`config.mk`:
```
export PLATFORM = sky130hd
export DESIGN_NAME = vga_timing_gen
export DESIGN_NICKNAME = d
export VERILOG_FILES = /design/src/rtl/vga_pkg.sv /design/src/rtl/vga_axis_cnt.sv /design/src/rtl/vga_timing_gen.sv
export SDC_FILE = /design/constraint.sdc
export NUM_CORES = 1
export LEC_CHECK = 0
export CORE_UTILIZATION = 35
export CTS_CLUSTER_DIAMETER = 40
export DETAILED_ROUTE_END_ITERATION = 10
export HOLD_SLACK_MARGIN = 0.12
export SYNTH_ARGS = -nofsm -noshare
export SYNTH_HDL_FRONTEND = slang
export SYNTH_SLANG_ARGS = --single-unit
```
`constraint.sdc`:
```
create_clock -name clk -period 2.52 [get_ports clk]
set_input_delay 0.504 -clock clk [delete_from_list [all_inputs] [get_ports clk]]
set_output_delay 0.504 -clock clk [all_outputs]
set_load 0.05 [all_outputs]
```
`src/rtl/vga_pkg.sv`:
```
// vga_pkg: shared VGA timing types and the default 640x480@60 timing.
package vga_pkg;
  typedef struct packed {
    int unsigned h_active;
    int unsigned h_fp;
    int unsigned h_sync;
    int unsigned h_bp;
  } vga_timing_t;
  localparam vga_timing_t VGA_640_H = '{h_active: 640, h_fp: 16, h_sync: 96, h_bp: 48};
  localparam int VGA_480_V_ACTIVE = 480;
  localparam int VGA_480_V_FP     = 10;
  localparam int VGA_480_V_SYNC   = 2;
  localparam int VGA_480_V_BP     = 33;
endpackage

```
`src/rtl/vga_axis_cnt.sv`:
```
// vga_axis_cnt: one timing axis; counter plus de/sync decoded from the next count.
module vga_axis_cnt #(
  parameter int ACTIVE = 640,
  parameter int FP = 16,
  parameter int SYNC = 96,
  parameter int BP = 48,
  localparam int TOTAL = ACTIVE + FP + SYNC + BP,
  localparam int W = $clog2(TOTAL)
) (
  input  logic         clk,
  input  logic         rst_n,
  input  logic         i_inc,
  input  logic         i_clr,
  output logic [W-1:0] o_cnt,
  output logic         o_wrap,
  output logic         o_de,
  output logic         o_sync
);
  logic [W-1:0] cnt_q, cnt_d;
  int nxt;
  assign o_wrap = i_inc && (cnt_q == W'(TOTAL - 1));
  assign o_cnt = cnt_q;
  always_comb begin
    cnt_d = (i_clr || o_wrap) ? '0 : i_inc ? cnt_q + W'(1) : cnt_q;
    nxt = int'(cnt_d);
    o_de = nxt < ACTIVE;
    o_sync = (nxt >= ACTIVE + FP) && (nxt < ACTIVE + FP + SYNC);
  end
  always_ff @(posedge clk or negedge rst_n) begin
    if (!rst_n) cnt_q <= '0;
    else cnt_q <= cnt_d;
  end
endmodule

```
`src/rtl/vga_timing_gen.sv`:
```
// vga_timing_gen: VGA sync/de/coordinate generator clocked by clk, advanced on
// rising edges of the pixel-rate divider output.
module vga_timing_gen import vga_pkg::*; #(
  parameter int   P_H_ACTIVE = int'(VGA_640_H.h_active),
  parameter int   P_H_FP     = int'(VGA_640_H.h_fp),
  parameter int   P_H_SYNC   = int'(VGA_640_H.h_sync),
  parameter int   P_H_BP     = int'(VGA_640_H.h_bp),
  parameter int   P_V_ACTIVE = VGA_480_V_ACTIVE,
  parameter int   P_V_FP     = VGA_480_V_FP,
  parameter int   P_V_SYNC   = VGA_480_V_SYNC,
  parameter int   P_V_BP     = VGA_480_V_BP,
  parameter logic P_HS_POL   = 1'b0,
  parameter logic P_VS_POL   = 1'b0,
  localparam int H_TOTAL = P_H_ACTIVE + P_H_FP + P_H_SYNC + P_H_BP,
  localparam int V_TOTAL = P_V_ACTIVE + P_V_FP + P_V_SYNC + P_V_BP,
  localparam int LP_H_W = $clog2(H_TOTAL),
  localparam int LP_V_W = $clog2(V_TOTAL)
) (
  input  logic              clk,
  input  logic              rst_n,
  input  logic              i_div,
  input  logic              i_en,
  output logic              o_hsync,
  output logic              o_vsync,
  output logic              o_de,
  output logic [LP_H_W-1:0] o_hcnt,
  output logic [LP_V_W-1:0] o_vcnt,
  output logic              o_line_start,
  output logic              o_frame_start
);
  logic div_q, pix_en, upd;
  logic h_wrap, v_wrap, h_de, v_de, h_sync, v_sync;
  logic de_q, hs_q, vs_q, ls_q, fs_q;
  assign pix_en = i_div & ~div_q;
  assign upd = pix_en | ~i_en;
  vga_axis_cnt #(.ACTIVE(P_H_ACTIVE), .FP(P_H_FP), .SYNC(P_H_SYNC), .BP(P_H_BP)) u_h (
    .clk(clk), .rst_n(rst_n), .i_inc(pix_en), .i_clr(~i_en),
    .o_cnt(o_hcnt), .o_wrap(h_wrap), .o_de(h_de), .o_sync(h_sync)
  );
  vga_axis_cnt #(.ACTIVE(P_V_ACTIVE), .FP(P_V_FP), .SYNC(P_V_SYNC), .BP(P_V_BP)) u_v (
    .clk(clk), .rst_n(rst_n), .i_inc(pix_en & h_wrap), .i_clr(~i_en),
    .o_cnt(o_vcnt), .o_wrap(v_wrap), .o_de(v_de), .o_sync(v_sync)
  );
  // Outputs reload only when the counters can move, so they always match them.
  always_ff @(posedge clk or negedge rst_n) begin
    if (!rst_n) begin
      div_q <= 1'b0;
      de_q  <= 1'b0;
      hs_q  <= ~P_HS_POL;
      vs_q  <= ~P_VS_POL;
      ls_q  <= 1'b0;
      fs_q  <= 1'b0;
    end else begin
      div_q <= i_div;
      ls_q  <= i_en & h_wrap;
      fs_q  <= i_en & v_wrap;
      if (upd) begin
        de_q <= i_en & h_de & v_de;
        hs_q <= (i_en & h_sync) ? P_HS_POL : ~P_HS_POL;
        vs_q <= (i_en & v_sync) ? P_VS_POL : ~P_VS_POL;
      end
    end
  end
  assign o_de = de_q;
  assign o_hsync = hs_q;
  assign o_vsync = vs_q;
  assign o_line_start = ls_q;
  assign o_frame_start = fs_q;
endmodule
```
==> results.txt <==
CTS max path bufs: 2
Highest cell delay on the worst timing path: 560 ps
Share of flip-flops with an asynchronous set or reset: 100.0%
Slew Viols, Final: 0
Count of flip-flops with a built-in enable after synthesis: 0
Wire length of the first global-routing pass: 6837 um
Clock Power Share: 36.0%
Post-synthesis register bit count: 26
Total iterations of the first detailed-routing run: 7
Crit path arrival time: 2630 ps
Io pins: 29
Site row count: 24
Status: finished with violations
CTS H-Tree Depth: 1
Required time worst endpoint: 2700 ps
Setup TNS: 0 ps
Skew final: 2.255 ps
Crit path max-delay cell type: sky130_fd_sc_hd__or4b_4
Kind of path behind the tightest hold check: reg2reg
Final weighted congestion of routability-driven global placement: 0.8312
Power share of the sequential group: 55.0%
Effective utilization at floorplan: 37.25%
Post-route cell area: 0.002167 mm2
Total half-perimeter wirelength after legalization and detailed placement: 2977 um
RSZ-0062 raised after global routing: false
Sequence of cells on the critical path: or4b_4 -> or4_4 -> o311a_1 -> a21oi_2 -> nor4_4 -> o41ai_2
Number of design rule violations left after detail routing: 3
Number of buffers inserted during clock tree synthesis: 3
Met3 Usage GRT: 2.564%
Cell count after synthesis: 173
Sw power: 0.0001826 W
Violated checks: design-rule violations
Ys flop type: sky130_fd_sc_hd__dfrtp_1
Max Cap Viol: 0
Worst relative slew slack: 66.54%
Worst ir drop on vdd: 0.1886 mV
Tot GR Track Use: 16.93%
Initial DRC Count: 111
Total power after layout: 0.0007698 W
Number of synthesis warnings: 0
Setup slack at placement: -165.3 ps
Net count of the mapped netlist: 180
Post-DP Area: 0.002081 mm2
Internal power: 0.0005872 W
Die Ht: 70.77 um
Mean number of vias per cell: 5.489
Combinational cell fraction of total power: 9.0%
Largest net degree at the start of global routing: 27
Highest fanout seen on the critical path: 5
TritonCTS clock tree: done
Via count of the first global-routing pass: 1464
Average wire length per cell after detail routing: 14.89 um
Clock sink total: 26
Routing usage on met1: 22.26%
Pwr per Cell Area: 355.2 mW/mm2
Final number of setup-violating endpoints: 0
Endpoints failing hold: 0
Vias after detailed routing: 1493
Kind of capture point of the worst setup path: flip-flop
Startpoint type of the worst setup path: flip-flop
CORE AREA: 0.004444 mm2
Final wirelength: 4050 um
GR peak layer: met2
Leakage power summed over all cells: 0.8809 nW
Antenna diode count: 0
Filler cell count in the final layout: 415
Ratio of cells with drive above 1 in the final layout: 23.64%
Die extent in x: 70.77 um
Shortest clock period the worst path allows after layout: 2446 ps
Fraction of the cycle the final worst path needs: 97.08%
Antenna violations before repair: 0
Max frequency: 0.4088 GHz
Worst setup slack after layout: 73.57 ps
Avg Synthesized Cell Area: 9.568 um2
Area overhead of the layout relative to synthesis: 30.91%
Netlist area before placement: 0.001655 mm2
Clock latency on the worst-skew pair: 270 ps
Remaining antenna violation count: 0
Final global-route overflow total: 0
Final net count: 228
Die outline area: 0.005008 mm2
Sequential-to-total area share from yosys stat: 39.46%
Clock transition at the register clock pins on the worst setup and hold paths after CTS: 90 ps
Net switching fraction of the power: 23.72%
Setup Crit Path Kind: reg2reg
Actual slew at the worst max-slew pin: 500.4 ps
Clock root buffer: sky130_fd_sc_hd__clkbuf_8
Quantity of I/O buffers inserted on ports: 28
Met2 usage in global routing: 28.21%
Count of unique library cells instantiated by Yosys: 53
kinds of logic (layout without fill, tap and decap cells):
| logic type | count (synthesis) | after routing | share of synthesized area [%] |
|---|---|---|---|
| flops | 26 | 26 | 39.46 |
| buf+inv | 11 | 58 | 6.198 |
| fa+ha+maj | 3 | 3 | 2.268 |
| simple gates | 89 | 89 | 31.07 |
| xor+xnor | 17 | 17 | 8.995 |
| compound gates | 27 | 27 | 12.02 |
through the flow:
stage	hold WS (ps)	utilization [%]	cells
6_report	531.6	48.76	272
3_3_place_gp	511.3	46.82	267
5_1_grt	573.0	48.76	272
2_1_floorplan	208.4	-	173
3_5_place_dp	514.4	46.82	267
4_1_cts	527.8	48.06	271
power groups by stage:
stage	sequential [W]	combinational [W]	clock (W)
6_report	0.000424	0.0000692	0.000277
4_1_cts	0.000424	0.0000701	0.000281
3_5_place_dp	0.000432	0.0000698	0
3_3_place_gp	0.000432	0.0000684	0
5_1_grt	0.000425	0.0000751	0.000308
2_1_floorplan	0.000445	0.0000207	0
worst paths after layout:
| kind | slack (ps) | endpoint | cells after the start | start |
|---|---|---|---|---|
| worst max register to register | 70 | o_de | 6 | u_h.o_cnt[7] |
| worst min-delay path | 530 | o_hsync | 2 | o_hsync |
| min in group asynchronous | 600 | o_frame_start | 2 | rst_n |
| worst min register to register | 530 | o_hsync | 2 | o_hsync |
| max in group asynchronous | 1620 | o_hsync | 2 | rst_n |
| worst max-delay path | 70 | o_de | 6 | u_h.o_cnt[7] |
cells in the mapped netlist (3+ instances only):
| cell type | instances | area (um2) |
|---|---|---|
| sky130_fd_sc_hd__a21oi_1 | 7 | 35.03 |
| sky130_fd_sc_hd__nand3_1 | 14 | 70.07 |
| sky130_fd_sc_hd__ha_1 | 3 | 37.54 |
| sky130_fd_sc_hd__inv_1 | 4 | 15.01 |
| sky130_fd_sc_hd__nand2_1 | 14 | 52.55 |
| sky130_fd_sc_hd__xnor2_1 | 8 | 70.07 |
| sky130_fd_sc_hd__nand4_1 | 6 | 37.54 |
| sky130_fd_sc_hd__xor2_1 | 9 | 78.83 |
| sky130_fd_sc_hd__nor2_1 | 24 | 90.09 |
| sky130_fd_sc_hd__and2_1 | 4 | 25.02 |
| sky130_fd_sc_hd__o21ai_0 | 7 | 35.03 |
| sky130_fd_sc_hd__dfrtp_1 | 24 | 600.6 |
critical path: cells and delay by family (launching register included):
family          cells  cell delay [ps]
compound gates      3              800
flops               1              410
simple gates        3             1140
state kept, by name, summed over array words and instances, names as in the netlist:
signal	cells
u_v.o_cnt	10
o_frame_start	1
o_hsync	1
o_line_start	1
o_de	1
u_h.o_cnt	10
div_q	1
o_vsync	1
metal layers:
| layer | wire length [um] | up-vias |
|---|---|---|
| met4 | 91 | 0 |
| met3 | 146 | 9 |
| met1 | 1850 | 730 |
| met2 | 1962 | 39 |
| li1 | - | 715 |
| met5 | 0 | - |
cells in the final DEF, fill, tap and decap left out, drive strengths merged, types with 3 or more instances in the layout:
cell           instances
a21oi                  8
and2                   6
buf                   22
clkbuf                 4
clkdlybuf4s50         28
dfrtp                 24
ha                     3
inv                    4
nand2                 14
nand3                 14
nand4                  6
nor2                  24
nor3                   3
o21ai                  8
or4                    3
xnor2                  8
xor2                   9
layout make-up:
| class | count | area, um2 | area share (%) |
|---|---|---|---|
| clock buffer | 4 | 55.05 | 2.540 |
| inverter | 4 | 15.01 | 0.6928 |
| multi-input combinational | 136 | 925.9 | 42.73 |
| sequential | 26 | 660.6 | 30.48 |
| tap | 52 | 65.06 | 3.002 |
| timing repair buffer | 50 | 445.4 | 20.55 |
what timing repair did:
action / 4_1_cts / 5_1_grt
hold buffers: 0 / 0
gates resized for setup: 0 / 4
setup endpoints to repair: 0 / 2
buffers inserted: 0 / 1
(Power assumes the default switching activity.)
